$ cat config.mk
export PLATFORM = sky130hd
export DESIGN_NAME = sm4_round_key_store
export DESIGN_NICKNAME = d
export VERILOG_FILES = /design/src/rtl/sm4_round_key_store.sv
export SDC_FILE = /design/constraint.sdc
export NUM_CORES = 2
export LEC_CHECK = 0
export BUFFER_PORTS_ARGS = -buffer_cell sky130_fd_sc_hd__buf_2
export CORE_ASPECT_RATIO = 1.4
export CORE_MARGIN = 2
export CORE_UTILIZATION = 64
export CTS_CLUSTER_DIAMETER = 200
export DETAILED_ROUTE_END_ITERATION = 7
export HOLD_SLACK_MARGIN = 0.06
export PLACE_DENSITY = 0.77
export SETUP_SLACK_MARGIN = 0.4
export SLEW_MARGIN = 20
export SYNTH_ARGS = -nofsm -noshare
export SYNTH_HDL_FRONTEND = slang
export SYNTH_SLANG_ARGS = --single-unit
$ cat constraint.sdc
create_clock -name clk -period 6.7 [get_ports clk]
set_input_delay 1.005 -clock clk [delete_from_list [all_inputs] [get_ports clk]]
set_output_delay 1.005 -clock clk [all_outputs]
set_load 0.1 [all_outputs]
$ cat src/rtl/sm4_round_key_store.sv
// SM4 key schedule: expands one 128-bit master key into 32 round keys and serves
// them through a round-indexed read port in forward or reversed order.

module transform_for_key_exp (
  input  logic [31:0] din,
  output logic [31:0] dout
);
  localparam logic [2047:0] SBOX = {
    128'hd690e9fecce13db716b614c228fb2c05, 128'h2b679a762abe04c3aa44132649860699,
    128'h9c4250f491ef987a33540b43edcfac62, 128'he4b31ca9c908e89580df94fa758f3fa6,
    128'h4707a7fcf37317ba83593c19e6854fa8, 128'h686b81b27164da8bf8eb0f4b70569d35,
    128'h1e240e5e6358d1a225227c3b01217887, 128'hd40046579fd327524c3602e7a0c4c89e,
    128'heabf8ad240c738b5a3f7f2cef96115a1, 128'he0ae5da49b341a55ad933230f58cb1e3,
    128'h1df6e22e8266ca60c02923ab0d534e6f, 128'hd5db3745defd8e2f03ff6a726d6c5b51,
    128'h8d1baf92bbddbc7f11d95c411f105ad8, 128'h0ac13188a5cd7bbd2d74d012b8e5b4b0,
    128'h8969974a0c96777e65b9f109c56ec684, 128'h18f07dec3adc4d2079ee5f3ed7cb3948
  };

  function automatic logic [7:0] sbox(input logic [7:0] x);
    return SBOX[2047 - 8*int'(x) -: 8];
  endfunction

  logic [31:0] b;

  always_comb begin
    b    = {sbox(din[31:24]), sbox(din[23:16]), sbox(din[15:8]), sbox(din[7:0])};
    // L'(B) = B ^ (B <<< 13) ^ (B <<< 23)
    dout = b ^ {b[18:0], b[31:19]} ^ {b[8:0], b[31:9]};
  end
endmodule

module sm4_round_key_store #(
  parameter int ROUNDS = 32,
  parameter bit RD_REG = 1'b1
) (
  input  logic         clk,
  input  logic         rst_n,
  input  logic [127:0] key_in,
  input  logic         key_load,
  input  logic         decrypt,
  input  logic [4:0]   rd_round,
  output logic         busy,
  output logic         key_ready,
  output logic [31:0]  rd_key
);
  typedef enum logic [1:0] {IDLE, EXPAND, DONE} state_e;

  localparam logic [127:0] FK = 128'hA3B1BAC6_56AA3350_677D9197_B27022DC;

  state_e       state_q, state_d;
  logic [4:0]   cnt_q, cnt_d;
  logic [127:0] win_q, win_d;
  logic [31:0]  rk_q [ROUNDS];
  logic         rk_we;
  logic [7:0]   ck_base;
  logic [31:0]  ck, t_in, t_out, new_k;
  logic [4:0]   idx;
  logic [31:0]  rd_key_d;

  // CK byte j of round i is (4i+j)*7 mod 256, MSB first
  always_comb begin
    ck_base = {1'b0, cnt_q, 2'b00};
    ck      = {ck_base * 8'd7, (ck_base + 8'd1) * 8'd7,
               (ck_base + 8'd2) * 8'd7, (ck_base + 8'd3) * 8'd7};
    t_in    = win_q[95:64] ^ win_q[63:32] ^ win_q[31:0] ^ ck;
    new_k   = win_q[127:96] ^ t_out;
  end

  transform_for_key_exp u_tp (
    .din  (t_in),
    .dout (t_out)
  );

  always_comb begin
    state_d = state_q;
    cnt_d   = cnt_q;
    win_d   = win_q;
    rk_we   = 1'b0;
    case (state_q)
      IDLE, DONE: begin
        if (key_load) begin
          win_d   = key_in ^ FK;
          cnt_d   = '0;
          state_d = EXPAND;
        end
      end
      EXPAND: begin
        if (key_load) begin
          win_d   = key_in ^ FK;
          cnt_d   = '0;
        end else begin
          rk_we = 1'b1;
          win_d = {win_q[95:0], new_k};
          cnt_d = cnt_q + 5'd1;
          if (cnt_q == 5'(ROUNDS - 1)) state_d = DONE;
        end
      end
      default: state_d = IDLE;
    endcase
  end

  always_ff @(posedge clk or negedge rst_n) begin
    if (!rst_n) begin
      state_q <= IDLE;
      cnt_q   <= '0;
      win_q   <= '0;
    end else begin
      state_q <= state_d;
      cnt_q   <= cnt_d;
      win_q   <= win_d;
    end
  end

  always_ff @(posedge clk or negedge rst_n) begin
    if (!rst_n) begin
      for (int i = 0; i < ROUNDS; i++) rk_q[i] <= '0;
    end else if (rk_we) begin
      rk_q[cnt_q] <= new_k;
    end
  end

  assign busy      = (state_q == EXPAND);
  assign key_ready = (state_q == DONE);

  always_comb begin
    idx      = decrypt ? (5'd31 - rd_round) : rd_round;
    rd_key_d = key_ready ? rk_q[idx] : '0;
  end

  generate
    if (RD_REG) begin : g_rd_reg
      logic [31:0] rd_key_q;
      always_ff @(posedge clk or negedge rst_n) begin
        if (!rst_n) rd_key_q <= '0;
        else        rd_key_q <= rd_key_d;
      end
      assign rd_key = rd_key_q;
    end else begin : g_rd_comb
      assign rd_key = rd_key_d;
    end
  endgenerate
endmodule

==> results of run 1 <==
==> stage by stage <==
stage | instance area [sq um] | setup slack [ns]
after floorplan | 67400 | 1.67
after global placement | 70600 | 0.718
after detailed placement | 70600 | 0.609
after CTS | 74400 | 0.595
==> Yosys cell counts, types with 14 or more instances <==
library cell	count
sky130_fd_sc_hd__a2111oi_0	23
sky130_fd_sc_hd__a211oi_1	73
sky130_fd_sc_hd__a21o_1	14
sky130_fd_sc_hd__a21oi_1	401
sky130_fd_sc_hd__a221oi_1	36
sky130_fd_sc_hd__a22oi_1	16
sky130_fd_sc_hd__a311oi_1	28
sky130_fd_sc_hd__a31oi_1	50
sky130_fd_sc_hd__buf_1	54
sky130_fd_sc_hd__buf_2	69
sky130_fd_sc_hd__clkbuf_1	571
sky130_fd_sc_hd__dfrtp_1	1191
sky130_fd_sc_hd__ha_1	44
sky130_fd_sc_hd__inv_1	29
sky130_fd_sc_hd__mux2_2	355
sky130_fd_sc_hd__mux2i_1	29
sky130_fd_sc_hd__mux4_2	329
sky130_fd_sc_hd__nand2_1	1059
sky130_fd_sc_hd__nand2b_1	17
sky130_fd_sc_hd__nand3_1	99
sky130_fd_sc_hd__nand4_1	28
sky130_fd_sc_hd__nor2_1	287
sky130_fd_sc_hd__nor3_1	118
sky130_fd_sc_hd__nor4_1	23
sky130_fd_sc_hd__o2111ai_1	25
sky130_fd_sc_hd__o211ai_1	69
sky130_fd_sc_hd__o21a_1	19
sky130_fd_sc_hd__o21ai_0	948
sky130_fd_sc_hd__o221ai_1	41
sky130_fd_sc_hd__o22ai_1	189
sky130_fd_sc_hd__o311ai_0	41
sky130_fd_sc_hd__o31ai_1	25
sky130_fd_sc_hd__o32ai_1	18
sky130_fd_sc_hd__xnor2_1	88
sky130_fd_sc_hd__xnor3_1	34
sky130_fd_sc_hd__xor2_1	60
==> routing by layer <==
metal	GRT overflow	GRT usage
met5	0	0.359
met4	73	0.747
met3	10	0.650
met2	81	0.920
met1	4	0.789
==> logic make-up after synthesis <==
family	after synthesis	synth area share
AOI/OAI and AO/OA	2155	0.192
xor gates and xnor gates	196	0.0352
adders and majority gates	52	0.0104
buffers and inverters	734	0.0425
DFF	1191	0.442
muxes	713	0.173
and+or+nand+nor	1699	0.104
==> Flow_metrics.wiki, run 1 <==
{| class="wikitable"
! Metric !! Value
|-
| Warnings from Yosys || 0
|-
| Stage at which the run stopped || global routing (5_1_grt)
|-
| EDFF count, synth || 0
|-
| Post-CTS sizing || 0
|-
| Leading cell types by total area after synthesis || sky130_fd_sc_hd__dfrtp_1, sky130_fd_sc_hd__mux4_2, sky130_fd_sc_hd__o21ai_0
|-
| Status || did not finish
|-
| Placed wire-length estimate after detailed placement || roughly 190000 microns
|-
| Initial core utilization || 0.647
|-
| Worst endpoint type || register data pin
|-
| H-tree Lvls || 3
|-
| Largest net degree at the start of global routing || 199
|-
| Height of the die || around 390 microns
|-
| Post-GRT worst EP || rk_q[18]$_DFFE_PN0P_/D
|-
| Async set-reset flop share out of synthesis || 1.00
|-
| I/O pin total || 171
|-
| Number of distinct standard cells referenced by the synthesized netlist || 85
|-
| Port Buffers || 170
|-
| Buffer type at the clock tree root || sky130_fd_sc_hd__clkbuf_16
|-
| Top cell type by total area after synthesis || sky130_fd_sc_hd__dfrtp_1
|-
| Dominant register cell in the synthesized netlist || sky130_fd_sc_hd__dfrtp_1
|-
| Antenna violations before repair || 71
|-
| Setup repair bufs after CTS || 0
|-
| Seq/Total Area, Yosys || 0.442
|-
| Hold-fix buffers, CTS || 0
|-
| Number of flip-flops and latches in the synthesized netlist || between 1000 and 1500
|-
| Die Span X || around 280 microns
|-
| Deepest clock path buffer count || 3
|-
| Number of instances in the synthesized netlist || 6740
|-
| Tot GR Track Use || 0.778
|-
| Clock sink count || around 1200
|-
| Global placer's final weighted congestion || 1.05
|-
| Post-synth top area share || 0.442
|-
| Synth Cell Area || between 60000 and 70000 sq um
|-
| Std cell rows || 140
|-
| Post-Synthesis Mean Instance Area || 10.0 sq um
|-
| Nets in the synthesized netlist || between 6000 and 7000
|-
| Error text reported by the tool || [ERROR GRT-0232] Routing congestion too high. Check the congestion heatmap in the GUI.
|-
| TritonCTS buffer count || 105
|-
| Cell total after placement || 7872
|-
| Grt ovf || 168
|}
==> run 2: changes to the inputs <==
CORE_ASPECT_RATIO = unset   (was 1.4)
CORE_UTILIZATION = 40   (was 64)
CTS_CLUSTER_DIAMETER = unset   (was 200)
HOLD_SLACK_MARGIN = unset   (was 0.06)
PLACE_DENSITY = unset   (was 0.77)
PLACE_DENSITY_LB_ADDON = 0.15   (was unset)
SETUP_SLACK_MARGIN = unset   (was 0.4)
==> Flow_metrics.wiki, run 2 <==
{| class="wikitable"
! Metric !! Value
|-
| Antenna violations before repair || 21
|-
| Initial core utilization || 0.403
|-
| I/O pin total || between 150 and 200
|-
| Die Span X || 415 microns
|-
| Synthesized-area fraction occupied by adder cells || 0.0104
|-
| Buffer type at the clock tree root || sky130_fd_sc_hd__clkbuf_16
|-
| Port Buffers || 170
|-
| Setup_tns || 0 ns
|-
| Cell family with the largest share of critical-path delay || adder cells
|-
| Crit path required time || 7.35 ns
|-
| Clock insertion delay at the later pin of the skew report || 0.78 ns
|-
| Fraction of synthesized cell area in xor and xnor cells || 0.0352
|-
| Final count of hold timing violations || 0
|-
| Clock-pin slew on the worst setup and hold paths || 0.06 ns
|-
| Capturing element type of the critical path || flip-flop
|-
| H-tree Lvls || 4
|-
| Leading cell types in the layout, fill and taps excluded || sky130_fd_sc_hd__dfrtp_1, sky130_fd_sc_hd__nand2_1, sky130_fd_sc_hd__o21ai_0
|-
| Reg2reg path depth || 15
|-
| Post-synth top area share || 0.442
|-
| Seq/Total Area, Yosys || 0.442
|-
| Nets in the synthesized netlist || 6928
|-
| Number of routed nets with antenna violations || 0
|-
| Dominant register cell in the synthesized netlist || sky130_fd_sc_hd__dfrtp_1
|-
| Final max-slew violation count || 0
|-
| Most common library cells after synthesis || sky130_fd_sc_hd__dfrtp_1, sky130_fd_sc_hd__nand2_1, sky130_fd_sc_hd__o21ai_0
|-
| Reg2Reg Setup Slack || 0.22 ns
|-
| Area added between synthesis and finish || 13.4%
|-
| Max FO, Critical Path || 45
|-
| Core region area || 167000 sq um
|-
| Hold WC Path Type || in2async
|-
| Number of instances in the synthesized netlist || 6740
|-
| Leading cell types by total area after synthesis || sky130_fd_sc_hd__dfrtp_1, sky130_fd_sc_hd__mux4_2, sky130_fd_sc_hd__o21ai_0
|-
| Largest net degree at the start of global routing || 181
|-
| TritonCTS buffer count || 135
|-
| Height of the die || about 410 microns
|-
| Critical-path top delay cell || sky130_fd_sc_hd__fa_1
|-
| Largest register by flop count || rk_q
|-
| Worst-margin pin slew || 1.21 ns
|-
| Max Cap Viol || 0
|-
| Final Setup Violations || 0
|-
| Destination of the worst register-to-register timing path || rk_q[734]
|-
| Share of the clock period used by the worst path after layout || 0.967
|-
| Met3 Track Usage GR || 0.0540
|-
| Simple-gate portion of the synthesized area || 0.104
|-
| Total via count in the routed design || 57281
|-
| Top cell type by total area after synthesis || sky130_fd_sc_hd__dfrtp_1
|-
| Unrepaired setup endpoints after global routing || false
|-
| Arrival time of data at the critical path endpoint || around 7.1 ns
|-
| Share of layout cells above drive strength 1 || 0.218
|-
| TritonCTS clock tree || built
|-
| Met1 usage in global routing || 0.430
|-
| Clock sink count || 1191
|-
| Critical path type || reg2reg
|-
| Number of remaining DRC errors || 2
|-
| Drt first-iter violations || ~6700
|-
| Number of cells on the critical path || 15
|-
| Vias in the first global route || 56198
|-
| Multiplexer share of the synthesized area || 0.173
|-
| Critical-path cell list || fa_1 > nand2_1 > fa_1 > xor2_1 > buf_4 > xor2_4 > buf_12 > nand2_1 > o311ai_0 > o32ai_1 > nor4_1 > buf_4 > xnor3_1 > buf_4 > mux2_2
|-
| Violated checks || design-rule violations
|-
| Most instantiated library cell after synthesis || sky130_fd_sc_hd__dfrtp_1
|-
| Launching point of the worst reg2reg path || cnt_q[1]
|-
| Post-route clock skew || 0.0498 ns
|-
| Die Area || 172000 sq um
|-
| Async set-reset flop share out of synthesis || 1.00
|-
| Status || finished, violations left
|-
| Leading cell type in the layout, fill and taps excluded || sky130_fd_sc_hd__dfrtp_1
|-
| Synth Area in Compound Gates || 0.192
|-
| Drt first pass iters || 8
|-
| Net count, final || slightly below 7000
|-
| Vias per inst || 6.39
|-
| Routed wire length || roughly 280000 microns
|-
| Placed wire-length estimate after detailed placement || between 150000 and 200000 microns
|-
| Average routed wire per standard cell || 30.9 microns
|-
| Flip-flop count of the largest register, all copies and words added || 1024
|-
| Warnings from Yosys || 0
|-
| Deepest clock path buffer count || 3
|-
| Synth Cell Area || 67400 sq um
|-
| Number of flip-flops and latches in the synthesized netlist || between 1000 and 1500
|-
| Number of distinct standard cells referenced by the synthesized netlist || 85
|-
| Most crowded layer after global routing || met2
|-
| Post-Synthesis Mean Instance Area || 10.0 sq um
|-
| Global-route wire length before repair || 406000 microns
|-
| Achievable clock frequency || 154 MHz
|-
| Count of buffering cells on the critical path with inverters included || 4
|-
| Time the worst path needs with I/O delays and setup || 6.48 ns
|-
| Worst setup SP type || flip-flop
|-
| Delay of the slowest critical-path stage || 0.73 ns
|-
| Std cell rows || 150
|-
| Tot GR Track Use || 0.318
|-
| Dominant combinational cell family by area after synthesis || compound AO/OA/AOI/OAI gates
|-
| Max-slew headroom at the worst pin || 0.189
|-
| EDFF count, synth || 0
|-
| Most frequent cell on the critical path || sky130_fd_sc_hd__buf_4
|-
| Global placer's final weighted congestion || 1.00
|-
| M2 GR Usage || 0.496
|-
| Grt ovf || 0
|-
| Setup repair bufs after CTS || 0
|}
## run 2: cell counts after synthesis
Identical to the previous run, type by type.
## run 2: what timing repair did
item                       CTS  global route
hold buffers                 0             0
resized for setup            0             1
setup endpoints to repair    0            29
## run 2: cells by family after synthesis
logic type	count (synthesis)
AOI/OAI and AO/OA	2155
and+or+nand+nor	1699
DFF	1191
buffers and inverters	734
muxes	713
xor gates and xnor gates	196
adders and majority gates	52
## run 2: per-layer routing
metal  share of wire  up-vias
met1            0.42    29207
li1                -    24705
met3           0.070      668
met2            0.46     2701
met5               0        -
met4           0.057        0
## run 2: worst max path at each step
| stage | endpoint | from |
|---|---|---|
| 6_report | rk_q[734] | cnt_q[1] |
| 5_1_grt | rk_q[734] | cnt_q[1] |
| 4_1_cts | rk_q[734] | cnt_q[1] |
| 3_5_place_dp | rk_q[638] | cnt_q[1] |
| 3_3_place_gp | rk_q[766] | cnt_q[1] |
| 2_1_floorplan | rk_q[1019] | cnt_q[1] |
## run 2: cell type report
type | count | area, sq um
timing repair buffer | 478 | 3650
multi-input combinational | 4816 | 35600
antenna | 13 | 32.5
clock buffer | 197 | 3930
sequential | 1191 | 29800
fill | 15925 | 90900
inverter | 33 | 126
tap | 2204 | 2760
clock inverter | 38 | 617
## run 2: stage by stage
| step | utilization | setup slack [ns] | instance area [sq um] | hold WS, ns | std cells |
|---|---|---|---|---|---|
| finish | 0.457 | 0.223 | 76500 | 0.234 | 8970 |
| global route | 0.457 | 0.0691 | 76500 | 0.299 | 8966 |
| CTS | 0.456 | 0.277 | 76400 | 0.262 | 8955 |
| detailed placement | 0.429 | 0.315 | 71800 | 0.465 | 8720 |
| floorplan | - | 1.67 | 67400 | 0.445 | 6740 |
| global placement | 0.429 | 0.257 | 71800 | 0.456 | 8720 |
Power of run 2 is not shown: default switching activity piles up to over one toggle a cycle in this logic, so the estimate is an artifact.
